==> src/rtl/gate_ex_pkg.sv <==
// ============================================================================
//  Module      : gate_ex_pkg
//  Description : Shared types, truth-table codes and helpers for gate_exerciser.
//  Revision    : 1.0 - initial release
// ============================================================================
`default_nettype none

package gate_ex_pkg;

   typedef enum logic [1:0] {
      S_IDLE   = 2'd0,
      S_SETTLE = 2'd1,
      S_SAMPLE = 2'd2,
      S_DONE   = 2'd3
   } state_t;

   // Vector index v = {a,b}
   typedef logic [1:0] vec_idx_t;

   localparam logic [3:0] TT_NOR  = 4'b0001;
   localparam logic [3:0] TT_NAND = 4'b0111;
   localparam logic [3:0] TT_AND  = 4'b1000;
   localparam logic [3:0] TT_OR   = 4'b1110;
   localparam logic [3:0] TT_XOR  = 4'b0110;

   function automatic logic [7:0] sat_inc(input logic [7:0] val);
      return (val == 8'hFF) ? val : val + 8'd1;
   endfunction

endpackage

`default_nettype wire

==> src/rtl/gate_ex_settle_timer.sv <==
// ============================================================================
//  Module      : gate_ex_settle_timer
//  Description : Loadable down-counter; expire is high while the count is 1.
//  Revision    : 1.0 - initial release
// ============================================================================
`default_nettype none

module gate_ex_settle_timer (
   input  logic       clk,
   input  logic       rst,
   input  logic       load,
   input  logic [7:0] load_val,
   output logic       expire
);

   logic [7:0] cnt_q;

   // Parks at zero once drained so a stale count never re-fires expire.
   always_ff @(posedge clk) begin
      if (rst) begin
         cnt_q <= 8'd0;
      end else if (load) begin
         cnt_q <= load_val;
      end else if (cnt_q != 8'd0) begin
         cnt_q <= cnt_q - 8'd1;
      end
   end

   assign expire = (cnt_q == 8'd1);

endmodule

`default_nettype wire

==> src/rtl/gate_exerciser.sv <==
// ============================================================================
//  Module      : gate_exerciser
//  Description : Drives a/b of a two-input gate through all vectors, checks f
//                against a truth table. Optional GATE_EXERCISER_FAILMASK_EN
//                adds the per-vector fail_mask output.
//  Revision    : 1.0 - initial release
// ============================================================================
`default_nettype none

module gate_exerciser
   import gate_ex_pkg::*;
#(
   parameter int SETTLE_CYCLES = 2,
   parameter int LOOPS         = 1
) (
   input  logic       clk,
   input  logic       rst,
   input  logic       start,
   input  logic [3:0] truth_table,
   input  logic       gate_f,
   output logic       gate_a,
   output logic       gate_b,
   output logic       busy,
   output logic       done,
   output logic       pass,
   output logic [7:0] err_count,
`ifdef GATE_EXERCISER_FAILMASK_EN
   output logic [3:0] fail_mask,
`endif
   output logic [1:0] first_fail
);

   localparam logic [7:0] C_SETTLE   = 8'(SETTLE_CYCLES);
   localparam logic [7:0] C_LAST_LOOP = 8'(LOOPS - 1);

   state_t     state_q, state_d;
   vec_idx_t   v_q, v_d;
   logic [7:0] loop_q, loop_d;
   logic [3:0] tt_q, tt_d;
   logic [7:0] err_q, err_d;
   vec_idx_t   ff_q, ff_d;
   logic       pass_q, pass_d;
   logic       done_q, done_d;
   logic       busy_q, busy_d;
   logic [3:0] mask_q, mask_d;

   logic w_load;
   logic w_expire;
   logic w_mismatch;

   gate_ex_settle_timer u_timer (
      .clk      (clk),
      .rst      (rst),
      .load     (w_load),
      .load_val (C_SETTLE),
      .expire   (w_expire)
   );

   // Case inequality so an X/Z from a simulated gate is flagged, not masked.
   assign w_mismatch = (gate_f !== tt_q[v_q]);

   always_ff @(posedge clk) begin
      if (rst) begin
         state_q <= S_IDLE;
         v_q     <= '0;
         loop_q  <= '0;
         tt_q    <= '0;
         err_q   <= '0;
         ff_q    <= '0;
         pass_q  <= 1'b0;
         done_q  <= 1'b0;
         busy_q  <= 1'b0;
         mask_q  <= '0;
      end else begin
         state_q <= state_d;
         v_q     <= v_d;
         loop_q  <= loop_d;
         tt_q    <= tt_d;
         err_q   <= err_d;
         ff_q    <= ff_d;
         pass_q  <= pass_d;
         done_q  <= done_d;
         busy_q  <= busy_d;
         mask_q  <= mask_d;
      end
   end

   always_comb begin
      state_d = state_q;
      v_d     = v_q;
      loop_d  = loop_q;
      tt_d    = tt_q;
      err_d   = err_q;
      ff_d    = ff_q;
      pass_d  = pass_q;
      done_d  = 1'b0;
      busy_d  = busy_q;
      mask_d  = mask_q;
      w_load  = 1'b0;

      // busy covers the done cycle itself, then drops
      if (done_q) begin
         busy_d = 1'b0;
      end

      case (state_q)
         S_IDLE: begin
            if (start && !busy_q) begin
               tt_d    = truth_table;
               err_d   = '0;
               ff_d    = '0;
               pass_d  = 1'b0;
               mask_d  = '0;
               v_d     = '0;
               loop_d  = '0;
               busy_d  = 1'b1;
               w_load  = 1'b1;
               state_d = S_SETTLE;
            end
         end
         S_SETTLE: begin
            if (w_expire) begin
               state_d = S_SAMPLE;
            end
         end
         S_SAMPLE: begin
            if (w_mismatch) begin
               err_d      = sat_inc(err_q);
               mask_d[v_q] = 1'b1;
               if (err_q == 8'd0) begin
                  ff_d = v_q;
               end
            end
            if (v_q == 2'd3 && loop_q == C_LAST_LOOP) begin
               state_d = S_DONE;
            end else begin
               if (v_q == 2'd3) begin
                  v_d    = '0;
                  loop_d = loop_q + 8'd1;
               end else begin
                  v_d = v_q + 2'd1;
               end
               w_load  = 1'b1;
               state_d = S_SETTLE;
            end
         end
         S_DONE: begin
            done_d  = 1'b1;
            pass_d  = (err_q == 8'd0);
            state_d = S_IDLE;
         end
         default: state_d = S_IDLE;
      endcase
   end

   assign gate_a     = v_q[1];
   assign gate_b     = v_q[0];
   assign busy       = busy_q;
   assign done       = done_q;
   assign pass       = pass_q;
   assign err_count  = err_q;
   assign first_fail = ff_q;

`ifdef GATE_EXERCISER_FAILMASK_EN
   assign fail_mask = mask_q;
`else
   logic w_unused_mask;
   assign w_unused_mask = ^mask_q;
`endif

endmodule

`default_nettype wire

==> config.mk <==
export PLATFORM = sky130hd
export DESIGN_NAME = gate_exerciser
export DESIGN_NICKNAME = d
export VERILOG_FILES = /design/src/rtl/gate_ex_pkg.sv /design/src/rtl/gate_ex_settle_timer.sv /design/src/rtl/gate_exerciser.sv
export SDC_FILE = /design/constraint.sdc
export NUM_CORES = 1
export LEC_CHECK = 0
export ABC_CLOCK_PERIOD_IN_PS = 2200
export BUFFER_PORTS_ARGS = -buffer_cell sky130_fd_sc_hd__clkbuf_2
export CORE_MARGIN = 4
export CORE_UTILIZATION = 46
export CTS_CLUSTER_DIAMETER = 40
export DETAILED_ROUTE_END_ITERATION = 12
export GPL_ROUTABILITY_DRIVEN = 0
export GPL_TIMING_DRIVEN = 0
export HOLD_SLACK_MARGIN = 0.03
export PLACE_DENSITY_LB_ADDON = 0.25
export REMOVE_ABC_BUFFERS = 1
export SLEW_MARGIN = 30
export SYNTH_ARGS = -nofsm -noshare
export SYNTH_HDL_FRONTEND = slang
export SYNTH_SLANG_ARGS = --single-unit
==> constraint.sdc <==
create_clock -name clk -period 2.2 [get_ports clk]
set_input_delay 0.22 -clock clk [delete_from_list [all_inputs] [get_ports clk]]
set_output_delay 0.22 -clock clk [all_outputs]
set_load 0.02 [all_outputs]
==> qor.txt <==
Status = complete, no violations
WL final = 4040 um
Initial antenna violation count = 0
Slew headroom = 58.1%
Global-route wire length before repair = 6850 um
Slowest stage delay, CP = 0.60 ns
Synth Warn # = 0
Worst slack, placed = -0.224 ns
Final Cell Area = 2180 um2
Asr flop ratio synth = 0%
Critical path class = reg -> reg
Synth Register Bits = 37
Worst-path maximum fanout = 12
DRT iter0 DRCs = 81
Number of library cell types mapped by synthesis = 49
VDD IR max = 0.390 mV
DP HPWL = 2770 um
CP top delay family = multiplexers
Vias in the first global route = 1549
Ant diodes = 0
Crit path buf inv count = 0
Port Buffers = 22
Highest clock rate = 493 MHz
Clock latency on the worst-skew pair = 0.29 ns
Endpoints failing hold = 0
Layout Utilization = 54.1%
Worst path cell trace = mux4_2, xor2_4, nand3_1, mux2_1
Pre-Repair DR Iteration Count = 4
Routed len/inst = 13.8 um
Clock power share = 25.8%
Actual slew at the worst max-slew pin = 0.627 ns
Startpoint Class = flop
Fin cells = 293
Synthesized area = 1920 um2
CP max stage cell = mux4_2
H-tree depth = 2
Syn Inst Count = 222
Max Cap Viol = 0
Power density of the placed cells = 896 nW/um2
Core Rows = 23
Commonest cells after routing, fill and taps aside = dfxtp_1 (37), nand2_1 (29), clkbuf_2 (22), a21oi_1 (13), nor2_1 (13)
Sw frac = 34.3%
Post-route DRC = 0
I/O pin cnt = 23
CP endpoint kind = flop
Mean post-synth cell area = 8.66 um2
Post-DP Area = 2060 um2
GRT Total Usage = 16.2%
Die H = 72.6 um
Max Buffers Root-to-Sink = 2
Worst hold path type = in -> reg
Combinational Power Share = 30.5%
Sequential share of power = 43.7%
Fin crit share = 92.3%
Fillers = 413
TNS Setup = 0 ns
Clock Pin Slew Worst Setup and Hold Paths = 0.07 ns
Minimum clock period = 2.03 ns
Area Overhead vs Synth = 13.4%
Unrepaired setup endpoints after global routing = no
Most common cell after layout, fill and taps aside = dfxtp_1
Worst Path Required = 2.38 ns
Post-synth EDFFs = 0
Nets = 258
P_leak = 0.000848 uW
Internal power = 1280 uW
Max-slew violations = 0
Core box area = 4030 um2
Share of layout cells above drive strength 1 = 18.1%
CTS tree = done
Post-synthesis sequential area ratio = 38.5%
Vias per cell = 5.59
Initial Util = 47.7%
DRT antenna net count = 0
Clk_skew = 0.00880 ns
Largest net degree at the start of global routing = 30
Post-CTS setup buffers = 0
Data arrival time of the worst path = 2.21 ns
Cells after DPL = 285
Num CTS Buffers = 5
Setup-failing EPs final = 0
Crit path setup slack, layout = 0.170 ns
DIE WIDTH = 72.6 um
Root buffer cell = clkbuf_8
Ys flop type = dfxtp_1
DIE AREA = 5280 um2
Switch Pwr = 670 uW
Vias = 1639
# clock sinks = 37
Grt ovf = 0
==> synth_stat cells (all sizes together), types with 2 or more instances <==
cell type  count  area, um2
nand2b         2       12.5
xor2           4       35.0
nor4b          3       26.3
nor4           3       18.8
or3            5       31.3
a31oi          5       31.3
a21boi         2       15.0
a2111oi        2       30.0
mux2           3       33.8
and2           2       12.5
ha             8        100
nand4          9       56.3
nand3         12       60.1
nand2         29        109
or4            2       15.0
nor3           9       50.1
mux2i          8       80.1
dfxtp         37        741
buf            2       16.3
o21ai          3       15.0
and3           3       18.8
nor2          14       52.6
a21oi         13       65.1
and4           3       26.3
xnor2          6       52.6
inv            8       30.0
clkbuf         8       30.0
==> power groups by stage <==
stage	Sequential [uW]	Clock [uW]	Combinational (uW)
after floorplan	850	0	481
after global placement	869	0	576
after detailed placement	867	0	590
after CTS	855	517	595
after global routing	871	542	675
final	854	503	596
==> worst paths after layout <==
path | start | to | slack, ns | cells past startpoint
worst max-delay path | v_q[0] | err_count[0] | 0.17 | 4
worst max register to register | v_q[0] | err_count[0] | 0.17 | 4
worst min-delay path | truth_table[3] | tt_q[3] | 0.15 | 3
worst min register to register | tt_q[3] | tt_q[3] | 0.46 | 2
==> worst reg2reg max path: cells and delay by family (launching register included) <==
kind             cells  cell delay [ns]
AND/OR/NAND/NOR      1             0.19
multiplexers         2             0.95
XOR/XNOR             1             0.33
flip-flops           1             0.46
==> routing by layer <==
metal  track usage [%]  vias to the layer above  share of wire, %
met4              7.58                        0              0.84
met2              26.3                       30                46
li1                  -                      842                 -
met5                 0                        -                 0
met3              3.72                        4               3.8
met1              20.3                      763                49
==> stage by stage <==
| stage | total power (uW) | hold slack (ns) |
|---|---|---|
| 2_1_floorplan | 1330 | 0.289 |
| 3_3_place_gp | 1440 | 0.444 |
| 3_5_place_dp | 1460 | 0.450 |
| 4_1_cts | 1970 | 0.138 |
| 5_1_grt | 2090 | 0.134 |
| 6_report | 1950 | 0.145 |
==> area by class of cell <==
type / instances / area [um2] / area share [%]
inverters: 8 / 30.0 / 1.38
clock buffers: 6 / 82.6 / 3.79
multi-input cells: 167 / 1130 / 52.1
clock inverters: 2 / 13.8 / 0.631
repair buffers: 23 / 115 / 5.28
flip-flops and latches: 37 / 741 / 34.0
well taps: 50 / 62.6 / 2.87
==> state kept, by name (all words and copies together), names as in the netlist <==
| name | cells |
|---|---|
| v_q | 2 |
| done | 1 |
| u_timer.cnt_q | 8 |
| state_q | 2 |
| busy | 1 |
| loop_q | 8 |
| first_fail | 2 |
| pass | 1 |
| tt_q | 4 |
| err_count | 8 |
==> cell families after synthesis <==
group                    synth area share [%]
AND/OR/NAND/NOR                          29.0
flip-flops                               38.5
AO/OA/AOI/OAI                            11.6
buffers and inverters                    3.97
multiplexers                             7.10
XOR/XNOR                                 4.56
adder cells (fa/ha/maj)                  5.21
==> what timing repair did <==
action / in CTS / in global routing
gates cloned: 0 / 0
hold buffers: 0 / 0
hold endpoints to repair: 0 / 0
gates resized for setup: 1 / 3
setup endpoints to repair: 6 / 7
(Power assumes the default switching activity.)
